## config.mk

```make
export PLATFORM = sky130hd
export DESIGN_NAME = iter_divider
export DESIGN_NICKNAME = d
export VERILOG_FILES = /design/src/rtl/iter_divider.sv
export SDC_FILE = /design/constraint.sdc
export NUM_CORES = 1
export LEC_CHECK = 0
export ABC_AREA = 1
export ABC_CLOCK_PERIOD_IN_PS = 2200
export CORE_ASPECT_RATIO = 0.6
export CORE_MARGIN = 3
export CORE_UTILIZATION = 35
export CTS_CLUSTER_DIAMETER = 200
export DETAILED_ROUTE_END_ITERATION = 8
export GPL_TIMING_DRIVEN = 0
export PLACE_DENSITY = 0.6
export SYNTH_ARGS = -nofsm -noshare
export SYNTH_HDL_FRONTEND = slang
export SYNTH_SLANG_ARGS = --single-unit
```

## constraint.sdc

```tcl
create_clock -name clk -period 2.2 [get_ports clk]
set_input_delay 0.66 -clock clk [delete_from_list [all_inputs] [get_ports clk]]
set_output_delay 0.66 -clock clk [all_outputs]
set_load 0.01 [all_outputs]
```

## src/rtl/iter_divider.sv

```systemverilog
// Iterative restoring divider: one quotient bit per clock, signed or unsigned.
// A start accepted in IDLE runs WIDTH shift-subtract steps in RUN, then FIX
// applies the sign correction and publishes quotient/remainder with a
// one-cycle done pulse. Results are held until the next completion.
module iter_divider #(
    parameter int WIDTH = 32
) (
    input  logic             clk,
    input  logic             rst_n,
    input  logic             start,
    input  logic             is_signed,
    input  logic [WIDTH-1:0] dividend,
    input  logic [WIDTH-1:0] divisor,
    output logic             busy,
    output logic             done,
    output logic [WIDTH-1:0] quotient,
    output logic [WIDTH-1:0] remainder,
    output logic             div_by_zero
);

    localparam int CW = $clog2(WIDTH);
    localparam logic [CW-1:0] LAST_STEP = CW'(WIDTH - 1);

    typedef enum logic [1:0] {
        IDLE = 2'd0,
        RUN  = 2'd1,
        FIX  = 2'd2
    } state_t;

    state_t state, state_nxt;

    // Operation context captured at the accepted start
    logic [WIDTH-1:0] q_sh;      // dividend magnitude, shifted out as quotient shifts in
    logic [WIDTH-1:0] b_mag;     // divisor magnitude
    logic [WIDTH-1:0] rem_acc;   // partial remainder
    logic [WIDTH-1:0] dvd_raw;   // original dividend, returned on divide-by-zero
    logic [CW-1:0]    cnt;
    logic             neg_q;
    logic             neg_r;
    logic             dbz;

    // Magnitudes of the incoming operands (only negated in signed mode)
    logic [WIDTH-1:0] dvd_mag, dvs_mag;
    logic             dvd_neg, dvs_neg;

    // One restoring step
    logic [WIDTH:0]   rem_shift;
    logic [WIDTH:0]   rem_diff;
    logic             sub_ok;

    // Sign-corrected results written at FIX
    logic [WIDTH-1:0] fix_q, fix_r;

    // Operand magnitudes and sign flags for capture
    always_comb begin
        dvd_neg = is_signed & dividend[WIDTH-1];
        dvs_neg = is_signed & divisor[WIDTH-1];
        dvd_mag = dvd_neg ? (~dividend + 1'b1) : dividend;
        dvs_mag = dvs_neg ? (~divisor + 1'b1) : divisor;
    end

    // Shift-subtract step: trial subtract the divisor from the shifted remainder
    always_comb begin
        rem_shift = {rem_acc, q_sh[WIDTH-1]};
        rem_diff  = rem_shift - {1'b0, b_mag};
        sub_ok    = (rem_shift >= {1'b0, b_mag});
    end

    // Sign fix-up; divide-by-zero overrides with all-ones / original dividend.
    // MIN / -1 falls out naturally: the negated magnitude wraps back to MIN.
    always_comb begin
        if (dbz) begin
            fix_q = '1;
            fix_r = dvd_raw;
        end else begin
            fix_q = neg_q ? (~q_sh + 1'b1) : q_sh;
            fix_r = neg_r ? (~rem_acc + 1'b1) : rem_acc;
        end
    end

    // State register
    always_ff @(posedge clk or negedge rst_n) begin
        if (!rst_n) state <= IDLE;
        else        state <= state_nxt;
    end

    // Next-state logic
    always_comb begin
        state_nxt = state;
        case (state)
            IDLE:    if (start) state_nxt = RUN;
            RUN:     if (cnt == LAST_STEP) state_nxt = FIX;
            FIX:     state_nxt = IDLE;
            default: state_nxt = IDLE;
        endcase
    end

    // Output decode: busy for the whole RUN/FIX span
    always_comb begin
        busy = 1'b0;
        case (state)
            RUN, FIX: busy = 1'b1;
            default:  busy = 1'b0;
        endcase
    end

    // Datapath: capture, iterate, publish
    always_ff @(posedge clk or negedge rst_n) begin
        if (!rst_n) begin
            q_sh        <= '0;
            b_mag       <= '0;
            rem_acc     <= '0;
            dvd_raw     <= '0;
            cnt         <= '0;
            neg_q       <= 1'b0;
            neg_r       <= 1'b0;
            dbz         <= 1'b0;
            done        <= 1'b0;
            quotient    <= '0;
            remainder   <= '0;
            div_by_zero <= 1'b0;
        end else begin
            done <= 1'b0;
            case (state)
                IDLE: begin
                    if (start) begin
                        q_sh    <= dvd_mag;
                        b_mag   <= dvs_mag;
                        rem_acc <= '0;
                        dvd_raw <= dividend;
                        cnt     <= '0;
                        neg_q   <= dvd_neg ^ dvs_neg;
                        neg_r   <= dvd_neg;
                        dbz     <= (divisor == '0);
                    end
                end
                RUN: begin
                    cnt <= cnt + 1'b1;
                    if (sub_ok) begin
                        rem_acc <= rem_diff[WIDTH-1:0];
                        q_sh    <= {q_sh[WIDTH-2:0], 1'b1};
                    end else begin
                        rem_acc <= rem_shift[WIDTH-1:0];
                        q_sh    <= {q_sh[WIDTH-2:0], 1'b0};
                    end
                end
                FIX: begin
                    quotient    <= fix_q;
                    remainder   <= fix_r;
                    div_by_zero <= dbz;
                    done        <= 1'b1;
                end
                default: ;
            endcase
        end
    end

endmodule

```

==> metrics.md, run 1 <==
| Metric | Value |
|---|---|
| Status | complete, but fails checks |
| Failing checks | setup timing |
| Largest net degree at the start of global routing | 116 |
| Yosys reg bits | 204 |
| DR vias/cell | 5.36 |
| Antenna Violating Nets Remaining | 0 |
| Post-synthesis cell count | 2234 |
| Setup WS post-layout | -44.6 ps |
| Routed len/inst | 21.3 um |
| Num ports | 135 |
| Htree depth | 1 |
| Synth top area share | 34.8% |
| Pleak | 9.58 nW |
| Fin crit period | 2240 ps |
| Commonest non-fill, non-tap cell in the layout | nand2_1 |
| VDD IR max | 798 uV |
| CTS tree | built |
| Cts bufs inserted | 22 |
| Tot GR Track Use | 27.8% |
| Post-synth cell types | 50 |
| Core Util, Final | 48.3% |
| Sequential area share after synthesis | 34.8% |
| Slew Limit Fails | 0 |
| Yosys top cell by area | dfrtp_1 |
| Num rows | 57 |
| Final Hold Violating Endpoints | 0 |
| Synth Flop Type | dfrtp_1 |
| Max Buffers Root-to-Sink | 3 |
| Power Total | 36.1 mW |
| Die width | 270 um |
| Final global-route overflow total | 0 |
| Normalized max-slew margin | 35.9% |
| Clock root buffer | clkbuf_16 |
| Ys Warns | 0 |
| Post-route cell area | 19800 um^2 |
| Vias | 16300 |
| EDFF count, synth | 0 |
| Critical path buffers and inverters | 2 |
| Worst-margin pin slew | 962 ps |
| Vias in the first global route | 14400 |
| Worst path depth | 16 |
| RePlAce Congestion | 1.03 |
| HP Class | input port to asynchronous set/reset pin |
| Async SR Flop Fraction | 100% |
| Area Overhead vs Synth | 34.8% |
| Violation count after the first detailed-route iteration | 2194 |
| Worst-path clk slew | 70 ps |
| # hold bufs at CTS | 0 |
| Setup TNS | -457 ps |
| Max-cap violation count | 0 |
| Pwr dens | 1830 nW/um^2 |
| HPWL Detailed | 50700 um |
| Critical path, cell by cell | clkinv_4, ha_4, nand2_4, nor2_4, nand2_2, nand3_4, nand2_4, nand2_4, nand2_4, nand2_4, nand2_8, nand2_8, buf_8, nand2_2, nand3_2, nand2_2 |
| Worst setup EP type | flop |
| Crit path largest cell delay | 410 ps |
| Dpl cell area | 16800 um^2 |
| Mapped cell area | 14700 um^2 |
| Commonest non-fill, non-tap cells in the layout | nand2_1, inv_1, nand3_1, dfrtp_1, nor2_1 |
| CP required | 2610 ps |
| Clock sinks | 204 |
| DRC | 0 |
| Die Y | 165 um |
| Die Area | 44500 um^2 |
| Syn nets | 2344 |
| Mean Syn Cell Area | 6.57 um^2 |
| Period utilization | 102% |
| CP Max Fanout | 7 |
| Initial antenna violation count | 2 |
| Hold WS | 162 ps |
| Final #Nets | 2575 |
| CORE AREA | 40900 um^2 |
| RSZ-0062 raised after global routing | yes |
| Final setup viols | 28 |
| Critical Path Most Common Cell | nand2_4 |
| Ant. Diodes | 0 |
| Drt pass-1 iters | 6 |
| Skew-Pair Late Insertion Delay | 540 ps |
| Clock Skews | 15.8 ps |
| Synth area leaders | dfrtp_1, nand2_1, nand3_1, inv_1, o21ai_0 |
| Worst r2r path cells | 16 |
| PortBufs | 134 |
| Global-route wire length before repair | 92200 um |
| Layout cell share with drive strength beyond 1 | 20.9% |
| Critical path class | flop to flop |
| Worst path slowest cell | dfrtp_1 |
| Final WL | 64800 um |
| Cell family with most CP delay | simple AND/OR/NAND/NOR gates |
| Fillers | 4181 |
| Achievable frequency | 446 MHz |
| Worst Path Arrival | 2660 ps |
| CP Launch Type | flop |
| Initial core utilization | 35.9% |
## sequential cells by signal (all words and copies together), names as in the netlist
| register | flops |
|---|---|
| remainder | 32 |
| dbz | 1 |
| rem_acc | 32 |
| done | 1 |
| b_mag | 32 |
| cnt | 5 |
| neg_r | 1 |
| div_by_zero | 1 |
| q_sh | 32 |
| neg_q | 1 |
| dvd_raw | 32 |
| state | 2 |
| quotient | 32 |
## logic make-up after synthesis
group | Yosys count | share of synthesized area [%]
compound gates | 308 | 11.7
xor+xnor | 60 | 3.58
fa+ha+maj | 42 | 3.63
buf+inv | 412 | 10.9
flops | 204 | 34.8
mux | 1 | 0.0767
simple gates | 1207 | 35.3
## Yosys cell counts, types with 3 or more instances
| master | number |
|---|---|
| a21o_1 | 3 |
| a21oi_1 | 86 |
| a31oi_1 | 13 |
| and2_1 | 7 |
| buf_1 | 6 |
| buf_2 | 12 |
| buf_4 | 4 |
| buf_6 | 3 |
| clkbuf_1 | 53 |
| clkinv_1 | 4 |
| dfrtp_1 | 204 |
| ha_1 | 41 |
| inv_1 | 319 |
| inv_2 | 11 |
| nand2_1 | 687 |
| nand2_4 | 4 |
| nand3_1 | 241 |
| nand3_2 | 3 |
| nand3b_1 | 14 |
| nand4_1 | 29 |
| nor2_1 | 168 |
| nor2_2 | 11 |
| nor3_1 | 26 |
| o211ai_1 | 31 |
| o21ai_0 | 136 |
| o21ai_1 | 9 |
| o21ai_2 | 3 |
| o21bai_1 | 5 |
| o22a_1 | 4 |
| o22ai_1 | 8 |
| or2_2 | 5 |
| xnor2_1 | 16 |
| xor2_1 | 44 |
## power by group
group | total (mW) | internal, mW | switching [mW] | leakage (nW)
logic | 24.8 | 9.33 | 15.5 | 6.73
registers | 7.34 | 5.60 | 1.74 | 2.48
clock network | 3.97 | 2.28 | 1.68 | 0.375
## path summary, 6_finish.rpt
kind / slack (ps) / startpoint / to
setup / recovery: -40 / b_mag[3] / rem_acc[2]
hold / removal: 160 / rst_n / rem_acc[6]
max in group asynchronous: 1100 / rst_n / state[1]
min in group clk: 480 / dvd_raw[14] / dvd_raw[14]
hold reg to reg: 480 / dvd_raw[14] / dvd_raw[14]
setup reg to reg: -40 / b_mag[3] / rem_acc[2]
## through the flow
step	setup slack (ps)	std cells
after global placement	-8510	2928
after global routing	-146	3039
after floorplan	223	2234
final	-44.6	3039
after detailed placement	-901	2930
after CTS	-25.3	2988
## area by class of cell
type                       count  area (um^2)  area share (%)
buffer                        78          464            2.35
sequential                   204         5140            26.0
inverter                     334         1310            6.59
clock buffer                  28          634            3.21
multi-input combinational   1618         9420            47.6
timing repair buffer         207         2020            10.2
clock inverter                10          114           0.575
tap                          560          701            3.54
## per-layer routing
| metal | wire length (um) | vias up | global-route usage (%) |
|---|---|---|---|
| met4 | 863 | 2 | 3.72 |
| met3 | 8770 | 68 | 11.0 |
| met5 | 4 | - | 0 |
| li1 | - | 7617 | - |
| met1 | 32100 | 7823 | 44.8 |
| met2 | 23100 | 786 | 33.8 |
## what timing repair did
item                                    4_1_cts  5_1_grt
gates cloned                                  0        3
setup buffers                                20       48
resized for setup                           172      321
pin swaps                                    14       75
endpoints found under the setup margin      141      154
(Power assumes the default switching activity.)
==> run 2, diff against run 1 <==
--- a/config.mk
+++ b/config.mk
@@ -9,2 +9,3 @@
 export ABC_CLOCK_PERIOD_IN_PS = 2200
+export CAP_MARGIN = 20
 export CORE_ASPECT_RATIO = 0.6
@@ -15,2 +16,3 @@
 export GPL_TIMING_DRIVEN = 0
+export MAX_ROUTING_LAYER = met4
 export PLACE_DENSITY = 0.6
--- a/constraint.sdc
+++ b/constraint.sdc
@@ -3,2 +3,2 @@
 set_output_delay 0.66 -clock clk [all_outputs]
-set_load 0.01 [all_outputs]
+set_load 0.005 [all_outputs]
==> run 2 against run 1 <==
Utilization decreased by 0.25 points. The flow still finishes with violations (setup timing). Critical path depth shrank 2. Flip-flop and latch count unchanged. Routed wire length shrank 0.48%. Global-route usage grew 1.2 points. Hold slack got worse by 79 ps. Final cell count shrank 0.20%.
==> metrics.md, run 2 (synthesized netlist as in run 1, its figures left out) <==
| Metric | Value |
|---|---|
| Switching Fraction | 51.5% |
| Worst Path Arrival | 2710 ps |
| DR top layer | met4 |
| Setup TNS | -1190 ps |
| Cts bufs inserted | 22 |
| Violation count after the first detailed-route iteration | 2038 |
| DR vias/cell | 5.33 |
| Hold WS | 82.3 ps |
| Die Y | 165 um |
| CP Launch Type | flop |
| Setup WS post-layout | -92.3 ps |
| Failing checks | setup timing |
| Global-route wire length before repair | 93500 um |
| Layout cell share with drive strength beyond 1 | 19.7% |
| Achievable frequency | 436 MHz |
| Largest net degree at the start of global routing | 119 |
| Slew Limit Fails | 0 |
| RSZ-0062 raised after global routing | yes |
| Met3 WL post-DR | 8790 um |
| Pleak | 9.51 nW |
| Tot GR Track Use | 29.0% |
| Max Buffers Root-to-Sink | 3 |
| VDD IR max | 780 uV |
| Clock Skews | 11.6 ps |
| Commonest non-fill, non-tap cells in the layout | nand2_1, inv_1, nand3_1, dfrtp_1, nor2_1 |
| Internal power | 17.3 mW |
| Final WL | 64500 um |
| Post-route cell area | 19700 um^2 |
| Initial core utilization | 35.9% |
| DRC | 0 |
| Area Overhead vs Synth | 34.1% |
| Final setup viols | 31 |
| Pwr dens | 1810 nW/um^2 |
| HP Class | input port to asynchronous set/reset pin |
| Vias | 16200 |
| Htree depth | 1 |
| WL met2 | 22800 um |
| Clock sinks | 204 |
| Critical path class | flop to flop |
| CP required | 2620 ps |
| CORE AREA | 40900 um^2 |
| Final global-route overflow total | 0 |
| Switch Pwr | 18.3 mW |
| Final Hold Violating Endpoints | 0 |
| CP Max Fanout | 7 |
| Period utilization | 104% |
| Flop pwr share | 20.7% |
| Worst-path clk slew | 70 ps |
| Fin crit period | 2290 ps |
| Drt pass-1 iters | 6 |
| Antenna Violating Nets Remaining | 0 |
| Comb power frac | 67.6% |
| Routed len/inst | 21.3 um |
| Max-cap violation count | 0 |
| PortBufs | 134 |
| Die Area | 44500 um^2 |
| CTS tree | built |
| Vias in the first global route | 14700 |
| Commonest non-fill, non-tap cell in the layout | nand2_1 |
| Core Util, Final | 48.1% |
| Dpl cell area | 16800 um^2 |
| Skew-Pair Late Insertion Delay | 530 ps |
| Power Total | 35.6 mW |
| Final #Nets | 2566 |
| Initial antenna violation count | 2 |
| Fillers | 4134 |
| HPWL Detailed | 51000 um |
| Launch point of the critical path | b_mag[4] |
| RePlAce Congestion | 1.06 |
| RR Startpoint | b_mag[4] |
| Status | complete, but fails checks |
| Die width | 270 um |
| Worst setup EP type | flop |
| Clk pwr share | 11.8% |
| Clock root buffer | clkbuf_16 |
| # hold bufs at CTS | 0 |
| Num ports | 135 |
| Metal-1 WL | 32200 um |
| Worst-margin pin slew | 950 ps |
| Num rows | 57 |
| Normalized max-slew margin | 36.6% |
[run 2: worst max-delay path: stages, from the launching register on]
cell and delay [ps]:
dfrtp_1 400, clkinv_4 130, ha_4 330, nand2_4 60, nor2_4 170, nand3_2 100, nor2_2 130, nand2_2 100
nand3_4 100, nor2_8 80, nand2_8 170, buf_12 170, nand2_1 60, nand3_1 80, nand2_1 60
[run 2: worst paths after layout]
kind,endpoint,slack (ps),cells after the start
max,rem_acc[11],-90,14
min reg2reg,dvd_raw[30],490,2
min in group clk,dvd_raw[30],490,2
max reg2reg,rem_acc[11],-90,14
max in group asynchronous,q_sh[5],1010,2
min,rem_acc[6],80,1
[run 2: metrics by stage]
stage / instances / worst slack (ps)
after floorplan: 2234 / 223
after global placement: 2928 / -8510
after detailed placement: 2929 / -1000
after CTS: 2981 / -65.2
after global routing: 3033 / -167
final: 3033 / -92.3
[run 2: cell type report]
cell class	instances	area (um^2)	share of cell area (%)
flip-flops and latches	204	5130	26.1
well taps	560	701	3.56
inverters	334	1300	6.58
clock buffers	27	621	3.15
clock inverters	12	166	0.845
repair buffers	198	1970	10.0
plain buffers	78	467	2.37
multi-input cells	1618	9340	47.4
diodes	2	5.00	0.0254
[run 2: per-layer routing]
layer / global-route usage [%] / vias to the layer above
met5: - / -
met4: 3.21 / 0
met3: 11.2 / 47
met2: 34.3 / 750
met1: 45.4 / 7771
li1: - / 7599
[run 2: power groups by stage]
stage                     Sequential, mW  Combinational [mW]  Clock, mW
after global routing                7.54                26.3       4.37
after floorplan                     6.63                11.9          0
after detailed placement            7.21                18.3          0
after CTS                           7.31                19.7       4.23
final                               7.35                24.0       4.18
after global placement              7.19                18.1          0
[run 2: timing repair]
item | 4_1_cts | 5_1_grt
setup buffers | 13 | 47
setup endpoints to repair | 142 | 154
resized for setup | 162 | 289
hold endpoints to repair | 0 | 0
gates cloned | 0 | 3
pin swaps | 8 | 56
